## src/rtl/mult_seq_ctrl.sv

```systemverilog
// Sequential shift-add multiplier: one conditional add plus right shift per
// clock through a single WIDTH_A-bit adder. Operands and product each use a
// valid/ready handshake, and the product is held until it is taken.
//
// state  | meaning
// -------+---------------------------------------------------------------
// S_IDLE | waiting for an operand pair; in_ready high
// S_RUN  | one add/shift step per cycle, step counts 0..WIDTH_B-1
// S_HOLD | product valid; waits for out_ready (or abort)
module mult_seq_ctrl #(
   parameter int WIDTH_A = 8,
   parameter int WIDTH_B = 4,
   parameter int WIDTH_P = WIDTH_A + WIDTH_B
) (
   input  logic                           clk,
   input  logic                           rst_n,
   input  logic                           in_valid,
   output logic                           in_ready,
   input  logic [WIDTH_A-1:0]             a,
   input  logic [WIDTH_B-1:0]             b,
   input  logic                           abort,
   output logic                           out_valid,
   input  logic                           out_ready,
   output logic [WIDTH_P-1:0]             product,
   output logic                           busy,
   output logic [$clog2(WIDTH_B+1)-1:0]   step
);

   localparam int SW = $clog2(WIDTH_B + 1);

   typedef enum logic [1:0] {
      S_IDLE = 2'd0,
      S_RUN  = 2'd1,
      S_HOLD = 2'd2
   } state_t;

   state_t              state_q;
   state_t              state_d;
   logic [WIDTH_A-1:0]  a_q;
   logic [WIDTH_B-1:0]  b_q;
   logic [WIDTH_P-1:0]  acc_q;
   logic [WIDTH_P-1:0]  acc_d;
   logic [SW-1:0]       step_q;
   logic [WIDTH_A-1:0]  addend;
   logic [WIDTH_A:0]    hi;
   logic                accept;
   logic                last_step;

   assign accept    = (state_q == S_IDLE) && in_valid && !abort;
   assign last_step = (step_q == SW'(WIDTH_B - 1));

   // Upper half plus the conditional addend; the carry is kept so the
   // shifted result never loses the top bit.
   assign addend = b_q[0] ? a_q : '0;
   assign hi     = {1'b0, acc_q[WIDTH_P-1:WIDTH_B]} + {1'b0, addend};

   generate
      if (WIDTH_B > 1) begin : g_shift
         assign acc_d = {hi, acc_q[WIDTH_B-1:1]};
      end else begin : g_single
         assign acc_d = hi;
      end
   endgenerate

   // State register
   always_ff @(posedge clk or negedge rst_n) begin
      if (!rst_n) state_q <= S_IDLE;
      else        state_q <= state_d;
   end

   // Next-state decode; abort outranks both the final step and out_ready
   always_comb begin
      state_d = state_q;
      case (state_q)
         S_IDLE:  if (accept) state_d = S_RUN;
         S_RUN:   if (abort) state_d = S_IDLE;
                  else if (last_step) state_d = S_HOLD;
         S_HOLD:  if (abort || out_ready) state_d = S_IDLE;
         default: state_d = S_IDLE;
      endcase
   end

   // Outputs decoded purely from state (no input-to-output paths)
   always_comb begin
      in_ready  = (state_q == S_IDLE);
      out_valid = (state_q == S_HOLD);
      busy      = (state_q != S_IDLE);
      step      = (state_q == S_RUN) ? step_q : '0;
   end

   // Operand capture, add/shift datapath and product register
   always_ff @(posedge clk or negedge rst_n) begin
      if (!rst_n) begin
         a_q     <= '0;
         b_q     <= '0;
         acc_q   <= '0;
         step_q  <= '0;
         product <= '0;
      end else begin
         if (accept) begin
            a_q    <= a;
            b_q    <= b;
            acc_q  <= '0;
            step_q <= '0;
         end else if (state_q == S_RUN && !abort) begin
            acc_q  <= acc_d;
            b_q    <= b_q >> 1;
            step_q <= step_q + SW'(1);
            if (last_step) product <= acc_d;
         end
      end
   end

endmodule
```

## config.mk

```make
export PLATFORM = sky130hd
export DESIGN_NAME = mult_seq_ctrl
export DESIGN_NICKNAME = d
export VERILOG_FILES = /design/src/rtl/mult_seq_ctrl.sv
export SDC_FILE = /design/constraint.sdc
export NUM_CORES = 1
export LEC_CHECK = 0
export ABC_AREA = 1
export CORE_ASPECT_RATIO = 0.75
export CORE_UTILIZATION = 52
export DETAILED_ROUTE_END_ITERATION = 7
export GPL_ROUTABILITY_DRIVEN = 0
export GPL_TIMING_DRIVEN = 0
export PLACE_DENSITY = 0.79
export SETUP_SLACK_MARGIN = 0.02
export SLEW_MARGIN = 20
export SYNTH_ARGS = -nofsm -noshare
export SYNTH_HDL_FRONTEND = slang
export SYNTH_SLANG_ARGS = --single-unit
export TNS_END_PERCENT = 5
```

## constraint.sdc

```tcl
create_clock -name clk -period 2 [get_ports clk]
set_input_delay 0.3 -clock clk [delete_from_list [all_inputs] [get_ports clk]]
set_output_delay 0.3 -clock clk [all_outputs]
set_load 0.01 [all_outputs]
```

==> key figures, run 1 <==
Routing
  – # DRC: 0
  – Routed vias/inst: 4.77
  – Post-route antenna net violation count: 0
  – Wire length after detailed routing: 3.74 mm
  – Routed length per placed instance: 10.9 µm
  – Vias: 1632
  – Initial detailed-routing violation count: 99
  – Drt first pass iters: 4

Clock network
  – Reg clk slew, reported paths: 70 ps
  – Number of clock sinks: 40
  – Clock Latency Late Sink: 290 ps
  – Number of H-tree branching levels: 2
  – Clock tree from TritonCTS: yes
  – Clock buffer count from CTS: 5
  – CTS root buf: sky130_fd_sc_hd__clkbuf_8
  – Buffers from clock root to sink, at most: 2

Logic synthesis
  – Synthesis-stage register bit count: 40
  – Number of warnings issued by yosys: 0
  – Netlist area before placement: 2050 µm²
  – Synth top area share: 0.488
  – Synthesized area per cell: 8.30 µm²
  – Gate count after technology mapping: 247
  – Syn nets: 275
  – Fraction of the yosys area taken by sequential cells: 0.488
  – Synth area leaders: sky130_fd_sc_hd__dfrtp_1, sky130_fd_sc_hd__nand2_1, sky130_fd_sc_hd__ha_1
  – Library cell with the largest summed area after synthesis: sky130_fd_sc_hd__dfrtp_1
  – Synth cell types: 28

Power
  – Static leakage: 1.43 nW
  – Total Power: 2.52 mW
  – Max VDD drop: 0.000626 V
  – Power per unit of standard cell area: 979 nW/µm²

Critical path
  – Start-to-end type of the worst setup path: reg -> out
  – Endpoint class of the critical path: primary output
  – Crit path capture: step[0]
  – R2r worst-path depth: 12
  – Arrival time at the worst endpoint: 1580 ps
  – Required arrival time at the worst endpoint: 1700 ps
  – Endpoint of the worst register-to-register path: product[11]
  – Setup slack of the worst register-to-register path: 160 ps
  – Maximum fanout encountered on the critical timing path: 4
  – Critical path startpoint: state_q[1]
  – Start of the worst register-to-register path: b_q[0]
  – Critical path launch point type: register

Finish
  – Post-route core utilization: 0.693
  – Net count of the finished layout: 318
  – Post-route cell area: 2570 µm²
  – Area overhead of the layout relative to synthesis: 25.4%
  – Final standard cell count with taps included and fillers excluded: 342
  – Fillcell total: 324
  – Antenna diode instance count: 0
  – Share of final-layout standard cells stronger than drive strength 1: 0.0897

Floorplanning
  – Height of the die: 56.4 µm
  – IO Pins: 35
  – Floorplan die area: 4200 µm²
  – Initial Util: 0.553
  – Die X-Extent: 74.5 µm
  – Placeable core region: 3710 µm²
  – Cell row count: 19

STA
  – Setup repair after global routing missed its margin: true
  – Post-Route Skew: 10.1 ps
  – Maximum clock frequency: 533 MHz
  – Final hold viol count: 0
  – Hold Worst Slack: 463 ps
  – Time the final worst path needs with I/O delays and setup: 1880 ps
  – Worst Tran Pin Value: 410 ps
  – Worst slew margin relative to its limit: 0.726
  – Max-slew violation total from the final report: 0
  – Crit share post-route: 0.938
  – Final setup violation count: 0

Global routing
  – First-pass GRT wire length: 6.42 mm
  – Sum of overflow across all layers after global routing: 0
  – Global-route usage over all layers: 0.203
  – Antenna violations before repair: 0
  – Maximum number of pins on one net before global-route repair: 25
  – Vias in the first global route: 1473

Placement
  – HPWL after detailed placement: 2.83 mm
  – Dpl cell area: 2480 µm²
  – Count of input and output buffers: 34
  – Inst Count DP: 334

Job
  – Max-cap check violation count: 0

Worst hold path
  – Class of the tightest hold or removal check: in -> async

Outcome
  – Status: completed
[final cells by class]
| cell class | instances | area [µm²] | area share |
|---|---|---|---|
| Inverter | 35 | 136 | 0.0531 |
| Sequential cell | 40 | 1000 | 0.390 |
| Buffer | 5 | 37.5 | 0.0146 |
| Clock inverter | 1 | 5.00 | 0.00195 |
| Multi-Input combinational cell | 166 | 871 | 0.339 |
| Timing Repair Buffer | 37 | 380 | 0.148 |
| Tap cell | 52 | 65.1 | 0.0253 |
| Clock buffer | 6 | 72.6 | 0.0282 |
[where the power goes]
| group | internal (mW) | switching [mW] | leakage (nW) |
|---|---|---|---|
| Clock | 0.237 | 0.251 | 0.0410 |
| Sequential | 1.01 | 0.110 | 0.532 |
| Combinational | 0.412 | 0.492 | 0.860 |
| Total | 1.66 | 0.854 | 1.43 |
[layer usage]
layer | global-route usage | up-vias | part of all wire | wire, µm
met5 | 0 | - | 0 | 0
met4 | 0.0647 | 0 | 0.011 | 41
met3 | 0.0485 | 5 | 0.047 | 174
met2 | 0.291 | 50 | 0.42 | 1570
met1 | 0.302 | 710 | 0.52 | 1950
li1 | - | 867 | - | -
[synth_stat cells (all sizes together)]
master	count
a21o	1
a21oi	3
a22o	2
buf	5
clkbuf	1
dfrtp	40
fa	1
ha	10
inv	35
nand2	100
nand3	20
nand3b	2
nor2	9
o211ai	2
o21ai	9
o22ai	4
o41ai	1
or2	1
xor2	1
[cell families (layout without fill, tap and decap cells)]
family                     after synthesis  after routing  synth area share
and+or+nand+nor                        132            132             0.280
buffers and inverters                   41             84            0.0867
DFF                                     40             40             0.488
AOI/OAI and AO/OA                       22             22            0.0696
adders and majority gates               11             11            0.0708
xor gates and xnor gates                 1              1           0.00427
[registers in the layout, summed over array words and instances (netlist names)]
register and flops:
a_q 8, acc_q 11, step_q 3, state_q 2, b_q 4, product 12
[critical path, stage by stage (launching register included)]
cell and delay, ps:
sky130_fd_sc_hd__dfrtp_1 390, sky130_fd_sc_hd__inv_1 150, sky130_fd_sc_hd__nand2_1 120, sky130_fd_sc_hd__nor2_1 100, sky130_fd_sc_hd__clkdlybuf4s50_1 540
[cells in the final DEF (no fill, tap or decap), types with 2 or more instances in the layout]
master,n
sky130_fd_sc_hd__nand2_1,99
sky130_fd_sc_hd__dfrtp_1,39
sky130_fd_sc_hd__inv_1,33
sky130_fd_sc_hd__clkdlybuf4s50_1,33
sky130_fd_sc_hd__nand3_1,18
sky130_fd_sc_hd__ha_1,10
sky130_fd_sc_hd__nor2_1,7
sky130_fd_sc_hd__o21ai_0,7
sky130_fd_sc_hd__clkbuf_8,5
sky130_fd_sc_hd__buf_2,4
sky130_fd_sc_hd__o22ai_1,4
sky130_fd_sc_hd__a21oi_1,3
sky130_fd_sc_hd__inv_4,2
sky130_fd_sc_hd__buf_6,2
sky130_fd_sc_hd__o21ai_2,2
sky130_fd_sc_hd__o211ai_1,2
sky130_fd_sc_hd__nand3b_1,2
[worst min path at each step]
stage | endpoint | slack (ps)
6_report | product[4] | 460
5_1_grt | product[4] | 490
4_1_cts | acc_q[5] | 480
3_5_place_dp | product[11] | 250
3_3_place_gp | product[5] | 460
2_1_floorplan | a_q[0] | 4
[through the flow]
step | TNS (ps) | setup slack, ps
final | 0 | 124
after floorplan | 0 | 212
after CTS | 0 | 99.9
after global placement | -10840 | -273
after detailed placement | 0 | 15.3
after global routing | 0 | 1.77
[repair_timing]
action / in CTS / in global routing
hold buffers: 1 / 0
buffers inserted: 0 / 1
resized for setup: 0 / 1
hold endpoints to repair: 16 / 0
endpoints found under the setup margin: 2 / 5
pin swaps: 0 / 0
No activity file was read; power rests on OpenSTA's default activity.
==> run 2, diff against run 1 <==
==> constraint.sdc (replaced) <==
create_clock -name clk -period 2 [get_ports clk]
set_input_delay 0.4 -clock clk [delete_from_list [all_inputs] [get_ports clk]]
set_output_delay 0.4 -clock clk [all_outputs]
set_load 0.01 [all_outputs]
==> run 2 against run 1 <==
Setup slack improved by 5.8 ps. Hold slack got worse by 430 ps. Critical path type unchanged. Critical endpoint is now in_ready. Critical path depth decreased by 2.
==> key figures, run 2 (synthesis gave the netlist of run 1 again) <==
Clock network
  – Number of H-tree branching levels: 2 (unchanged)
  – Reg clk slew, reported paths: 70 ps (about the same)
  – Number of clock sinks: 40 (unchanged)
  – Clock Latency Late Sink: 290 ps (about the same)
  – Buffers from clock root to sink, at most: 2 (unchanged)
  – CTS root buf: sky130_fd_sc_hd__clkbuf_8
  – Clock buffer count from CTS: 5 (unchanged)
  – Clock tree from TritonCTS: yes
  – Number of buffers added to fix hold violations after cts: 0 (-1)

STA
  – Worst Tran Pin Value: 407 ps (-3.46 ps)
  – Final setup violation count: 0 (unchanged)
  – Final hold viol count: 0 (unchanged)
  – Setup TNS: 0 ps (unchanged)
  – Max-slew violation total from the final report: 0 (unchanged)
  – Maximum clock frequency: 535 MHz (+0.31%)
  – Post-Route Skew: 8.25 ps (-1.87 ps)
  – Worst slew margin relative to its limit: 0.729 (+0.00231)
  – Time the final worst path needs with I/O delays and setup: 1870 ps (-5.78 ps)
  – Crit share post-route: 0.935 (-0.00289)
  – Setup repair after global routing missed its margin: false

Critical path
  – Total stage count of the critical path: 2 (-2)
  – Start of the worst register-to-register path: b_q[0]
  – Standard cell with the maximum stage delay on the critical path: sky130_fd_sc_hd__clkdlybuf4s50_1
  – Endpoint of the worst register-to-register path: product[11]
  – R2r worst-path depth: 12 (unchanged)
  – Endpoint class of the critical path: primary output
  – Critical path launch point type: register
  – Cell Chain, Critical Path: nor2_2, clkdlybuf4s50_1
  – CP top delay family: buffers and inverters
  – Count of buffering cells on the critical path with inverters included: 1 (-1)
  – Slowest stage delay, CP: 570 ps (+30 ps)
  – Arrival time at the worst endpoint: 1470 ps (-110 ps)
  – Setup slack of the worst register-to-register path: 160 ps (about the same)
  – Critical path startpoint: state_q[0]
  – Crit path capture: in_ready
  – Start-to-end type of the worst setup path: reg -> out
  – Maximum fanout encountered on the critical timing path: 5 (+1)
  – Required arrival time at the worst endpoint: 1600 ps (-100 ps)

Power
  – Static leakage: 1.48 nW (+3.5%)
  – Max VDD drop: 0.000625 V (about the same)
  – Power per unit of standard cell area: 979 nW/µm² (about the same)
  – Sequential power share: 0.447 (about the same)
  – Internal cell power: 1.66 mW (-0.21%)
  – Share of total power in combinational logic: 0.359 (about the same)
  – Fraction of power spent switching nets: 0.340 (+0.000527)
  – Power share of the clock group: 0.194 (about the same)
  – Switching power: 0.854 mW (about the same)

Worst hold path
  – Class of the tightest hold or removal check: in -> async

Finish
  – Commonest cells after routing, fill and taps aside: sky130_fd_sc_hd__nand2_1, sky130_fd_sc_hd__dfrtp_1, sky130_fd_sc_hd__inv_1
  – Post-route core utilization: 0.692 (about the same)
  – Fillcell total: 324 (unchanged)
  – Area overhead of the layout relative to synthesis: 25.3% (about the same)
  – Share of final-layout standard cells stronger than drive strength 1: 0.0934 (+0.00377)
  – Max FFs per register: 12 (unchanged)
  – Largest Register: product
  – Net count of the finished layout: 317 (-0.31%)
  – Leading registers by flop count: product: 12 flops, acc_q: 11 flops, a_q: 8 flops
  – Most frequent standard cell in the layout excluding fill and tap cells: sky130_fd_sc_hd__nand2_1
  – Antenna diode instance count: 0 (unchanged)

Floorplanning
  – IO Pins: 35 (unchanged)
  – Cell row count: 19 (unchanged)
  – Floorplan die area: 4200 µm² (unchanged)
  – Placeable core region: 3710 µm² (unchanged)
  – Die X-Extent: 74.5 µm (unchanged)
  – Height of the die: 56.4 µm (unchanged)
  – Initial Util: 0.553 (unchanged)

Routing
  – Post-route antenna net violation count: 0 (unchanged)
  – M1 wire length: 1.95 mm (about the same)
  – Wire length after detailed routing: 3.73 mm (-0.13%)
  – Met3 routed WL: 165 µm (-5.2%)
  – Detailed-routed wire length on met2: 1.57 mm (-0.45%)
  – # DRC: 0 (unchanged)
  – Top routing layer in use: met4
  – Initial detailed-routing violation count: 99 (unchanged)
  – Routed vias/inst: 4.75 (-0.44%)
  – Routed length per placed instance: 11.0 µm (+0.16%)
  – Vias: 1620 (-0.74%)
  – Drt first pass iters: 4 (unchanged)

Global routing
  – Antenna violations before repair: 0 (unchanged)
  – Vias in the first global route: 1472 (-0.068%)
  – Sum of overflow across all layers after global routing: 0 (unchanged)
  – Maximum number of pins on one net before global-route repair: 25 (unchanged)
  – First-pass GRT wire length: 6.40 mm (-0.33%)
  – Global-route usage over all layers: 0.202 (-0.000762)

Job
  – Max-cap check violation count: 0 (unchanged)

Placement
  – HPWL after detailed placement: 2.83 mm (unchanged)
  – Count of input and output buffers: 34 (unchanged)

Outcome
  – Status: completed
## run 2: cell types whose count changed in the layout (fill, tap and decap cells not counted)
cell                              delta
sky130_fd_sc_hd__clkdlybuf4s50_1     -3
sky130_fd_sc_hd__inv_2               +1
sky130_fd_sc_hd__inv_1               -1
sky130_fd_sc_hd__dlymetal6s2s_1      +3
sky130_fd_sc_hd__dlygate4sd3_1       -1
## run 2: worst min path at each step
stage / startpoint / to / cells past startpoint
finish: rst_n / product[4] / 1
global route: rst_n / product[4] / 1
CTS: rst_n / acc_q[5] / 1
detailed placement: rst_n / product[11] / 1
global placement: product[5] / product[5] / 2
floorplan: rst_n / a_q[0] / 0
## run 2: repair_timing
| item | in CTS | in global routing |
|---|---|---|
| buffers inserted | 0 | 1 |
| cloned | 0 | 0 |
| gates resized for setup | 0 | 5 |
| setup endpoints to repair | 5 | 7 |
## run 2: area by class of cell
type | count | area [µm²] | area share
tap | 52 | 65.1 | 0.0253
buffer | 5 | 37.5 | 0.0146
multi-input combinational | 166 | 871 | 0.339
clock buffer | 6 | 72.6 | 0.0283
sequential | 40 | 1000 | 0.390
inverter | 35 | 136 | 0.0531
timing repair buffer | 36 | 378 | 0.147
clock inverter | 1 | 5.00 | 0.00195
## run 2: power groups by stage
stage	Sequential [mW]	Clock [mW]	Combinational (mW)
finish	1.12	0.487	0.902
global placement	1.12	0	0.870
global route	1.15	0.535	1.02
CTS	1.14	0.500	0.881
detailed placement	1.13	0	0.894
floorplan	1.15	0	0.546
## run 2: per-stage QoR
stage          cells  hold slack, ps  cell area, µm²  power [mW]  worst slack (ps)
3_5_place_dp     334             349            2480        2.03              15.3
4_1_cts          340            43.6            2550        2.52              11.9
6_report         341            34.2            2570        2.51               129
5_1_grt          341            54.5            2570        2.70              12.1
3_3_place_gp     333             456            2450        1.99              -373
2_1_floorplan    247             104            2050        1.69               212
## run 2: layer usage
layer	vias to the layer above	GRT usage
li1	864	-
met1	704	0.302
met2	45	0.288
met3	7	0.0485
met4	0	0.0647
met5	-	0
## run 2: worst reg2reg max path, delay by kind of cell, from the launching register on
kind,cells,cell delay [ps]
DFF,1,410
buffers and inverters,2,230
and+or+nand+nor,9,670
adders and majority gates,1,430
==> run 3, diff against run 2 <==
REMOVE_ABC_BUFFERS = 1   (was unset)
==> run 3 against run 2 <==
Maximum frequency down 0.37%. Highest routed layer unchanged. Critical path depth did not move. First-iteration DRC count rose by 30%. Setup slack lost 6.9 ps. Clock power increased by 10%. Largest power group unchanged. Via count rose by 1.6%.
==> key figures, run 3 (synthesis gave the netlist of run 1 again) <==
Critical path
  – Start-to-end type of the worst setup path: reg -> out
  – Maximum fanout encountered on the critical timing path: 5 (unchanged)
  – Standard cell with the maximum stage delay on the critical path: sky130_fd_sc_hd__clkdlybuf4s50_1
  – CP top delay family: buffers and inverters
  – Arrival time at the worst endpoint: 1480 ps (about the same)
  – Count of buffering cells on the critical path with inverters included: 1 (unchanged)
  – Cell Chain, Critical Path: nor2_2, clkdlybuf4s50_1
  – Slowest stage delay, CP: 580 ps (about the same)
  – Setup slack of the worst register-to-register path: 180 ps (+20 ps)
  – Required arrival time at the worst endpoint: 1600 ps (about the same)
  – Endpoint class of the critical path: primary output
  – Critical path launch point type: register

STA
  – Setup TNS: 0 ps (unchanged)
  – Crit share post-route: 0.939 (+0.00347)
  – Maximum clock frequency: 533 MHz (-0.37%)
  – Setup repair after global routing missed its margin: false
  – Max-slew violation total from the final report: 0 (unchanged)
  – Final worst-path setup slack: 122 ps (-6.93 ps)
  – Final hold viol count: 0 (unchanged)
  – Worst Tran Pin Value: 441 ps (+33.6 ps)
  – Post-Route Skew: 3.71 ps (-4.54 ps)
  – Time the final worst path needs with I/O delays and setup: 1880 ps (+6.94 ps)
  – Worst slew margin relative to its limit: 0.706 (-0.0224)
  – Final setup violation count: 0 (unchanged)

Finish
  – Max FFs per register: 12 (unchanged)
  – Fillcell total: 326 (+0.62%)
  – Post-route cell area: 2540 µm² (-0.93%)
  – Share of final-layout standard cells stronger than drive strength 1: 0.0807 (-0.0127)
  – Net count of the finished layout: 312 (-1.6%)
  – Most frequent standard cell in the layout excluding fill and tap cells: sky130_fd_sc_hd__nand2_1
  – Post-route core utilization: 0.686 (-0.00641)
  – Largest Register: product
  – Antenna diode instance count: 0 (unchanged)
  – Leading registers by flop count: product: 12 flops, acc_q: 11 flops, a_q: 8 flops
  – Area overhead of the layout relative to synthesis: 24.1%
  – Commonest cells after routing, fill and taps aside: sky130_fd_sc_hd__nand2_1, sky130_fd_sc_hd__dfrtp_1, sky130_fd_sc_hd__inv_1

Power
  – Share of total power in combinational logic: 0.349 (-0.010)
  – Internal cell power: 1.69 mW (+2.0%)
  – Sequential power share: 0.441 (-0.006)
  – Power per unit of standard cell area: 1010 nW/µm² (+2.7%)
  – Static leakage: 1.46 nW (-1.5%)
  – Total Power: 2.56 mW (+1.8%)
  – Max VDD drop: 0.000529 V (-15%)
  – Power share of the clock group: 0.210 (+0.016)
  – Fraction of power spent switching nets: 0.338 (-0.00140)
  – Switching power: 0.866 mW (+1.4%)

Clock network
  – Number of clock sinks: 40 (unchanged)
  – Number of buffers added to fix hold violations after cts: 0 (unchanged)
  – CTS root buf: sky130_fd_sc_hd__clkbuf_8
  – Buffers from clock root to sink, at most: 2 (unchanged)
  – Number of H-tree branching levels: 2 (unchanged)
  – Clock buffer count from CTS: 5 (unchanged)
  – Clock Latency Late Sink: 290 ps (about the same)
  – Reg clk slew, reported paths: 70 ps (about the same)
  – Clock tree from TritonCTS: yes

Floorplanning
  – Placeable core region: 3710 µm² (unchanged)
  – Floorplan die area: 4200 µm² (unchanged)
  – Cell row count: 19 (unchanged)
  – IO Pins: 35 (unchanged)
  – Die X-Extent: 74.5 µm (unchanged)
  – Initial Util: 0.553 (unchanged)
  – Height of the die: 56.4 µm (unchanged)

Routing
  – Wire length after detailed routing: 3.85 mm (+3.0%)
  – Initial detailed-routing violation count: 129 (+30%)
  – Routed vias/inst: 4.88 (+2.8%)
  – M1 wire length: 1.99 mm (+2.2%)
  – Drt first pass iters: 4 (unchanged)
  – Detailed-routed wire length on met2: 1.61 mm (+2.7%)
  – # DRC: 0 (unchanged)
  – Post-route antenna net violation count: 0 (unchanged)
  – Met3 routed WL: 173 µm (+4.8%)
  – Routed length per placed instance: 11.4 µm (+4.2%)
  – Vias: 1646 (+1.6%)
  – Top routing layer in use: met4

Global routing
  – Vias in the first global route: 1436 (-2.4%)
  – Sum of overflow across all layers after global routing: 0 (unchanged)
  – Global-route usage over all layers: 0.218 (+0.0157)
  – First-pass GRT wire length: 6.73 mm (+5.3%)
  – Antenna violations before repair: 0 (unchanged)
  – Maximum number of pins on one net before global-route repair: 24 (-4.0%)

Placement
  – Dpl cell area: 2440 µm² (-1.7%)
  – Count of input and output buffers: 34 (unchanged)
  – HPWL after detailed placement: 2.90 mm (+2.3%)
  – Worst-case setup slack after placement: 120 ps (+105 ps)

Worst hold path
  – Class of the tightest hold or removal check: in -> async

Outcome
  – Status: completed

Job
  – Max-cap check violation count: 0 (unchanged)
run 3: changes by cell type in the layout (fill, tap and decap cells not counted):
cell                       previous run  this run
sky130_fd_sc_hd__clkinv_2             1         0
sky130_fd_sc_hd__clkbuf_8             5         6
sky130_fd_sc_hd__buf_2                4         1
sky130_fd_sc_hd__dfrtp_2              1         2
sky130_fd_sc_hd__clkbuf_1             1         2
sky130_fd_sc_hd__dfrtp_1             39        38
sky130_fd_sc_hd__buf_6                2         0
run 3: worst register-to-register path, delay by kind of cell (launching register included):
kind / cells / cell delay (ps)
simple gates: 9 / 660
buf+inv: 1 / 40
fa+ha+maj: 2 / 590
flops: 1 / 420
run 3: power groups by stage:
stage	Clock [mW]	Sequential, mW	Combinational (mW)
floorplan	0	1.16	0.518
global placement	0	1.14	0.833
finish	0.538	1.13	0.892
detailed placement	0	1.15	0.862
global route	0.589	1.15	1.01
CTS	0.555	1.14	0.875
run 3: what timing repair did:
item,in CTS,in global routing
setup endpoints to repair,3,7
setup buffers,0,1
gates resized for setup,1,5
endpoints found under the hold margin,0,0
run 3: final cells by class:
type / instances / area, µm² / share of cell area
clock buffers: 8 / 90.1 / 0.0354
inverters: 35 / 136 / 0.0536
multi-input cells: 166 / 871 / 0.342
flip-flops and latches: 40 / 1000 / 0.394
well taps: 52 / 65.1 / 0.0256
repair buffers: 36 / 378 / 0.149
run 3: per-stage QoR:
step	hold slack, ps	std cells
2_1_floorplan	104	241
3_3_place_gp	454	327
3_5_place_dp	371	328
4_1_cts	49.6	336
5_1_grt	65.8	337
6_report	44.2	337
run 3: path summary, 6_finish.rpt:
path                             from     endpoint  depth (start not counted)
max                        state_q[0]     in_ready                          2
min                             rst_n  product[10]                          1
max reg2reg                    b_q[0]    acc_q[11]                         12
min reg2reg                product[5]   product[5]                          2
max in group asynchronous       rst_n       b_q[0]                          2
min in group clk           product[5]   product[5]                          2
run 3: per-layer routing:
metal,up-vias,track usage
met5,-,0
met4,0,0.0997
met3,8,0.0485
met2,49,0.299
met1,734,0.326
li1,855,-
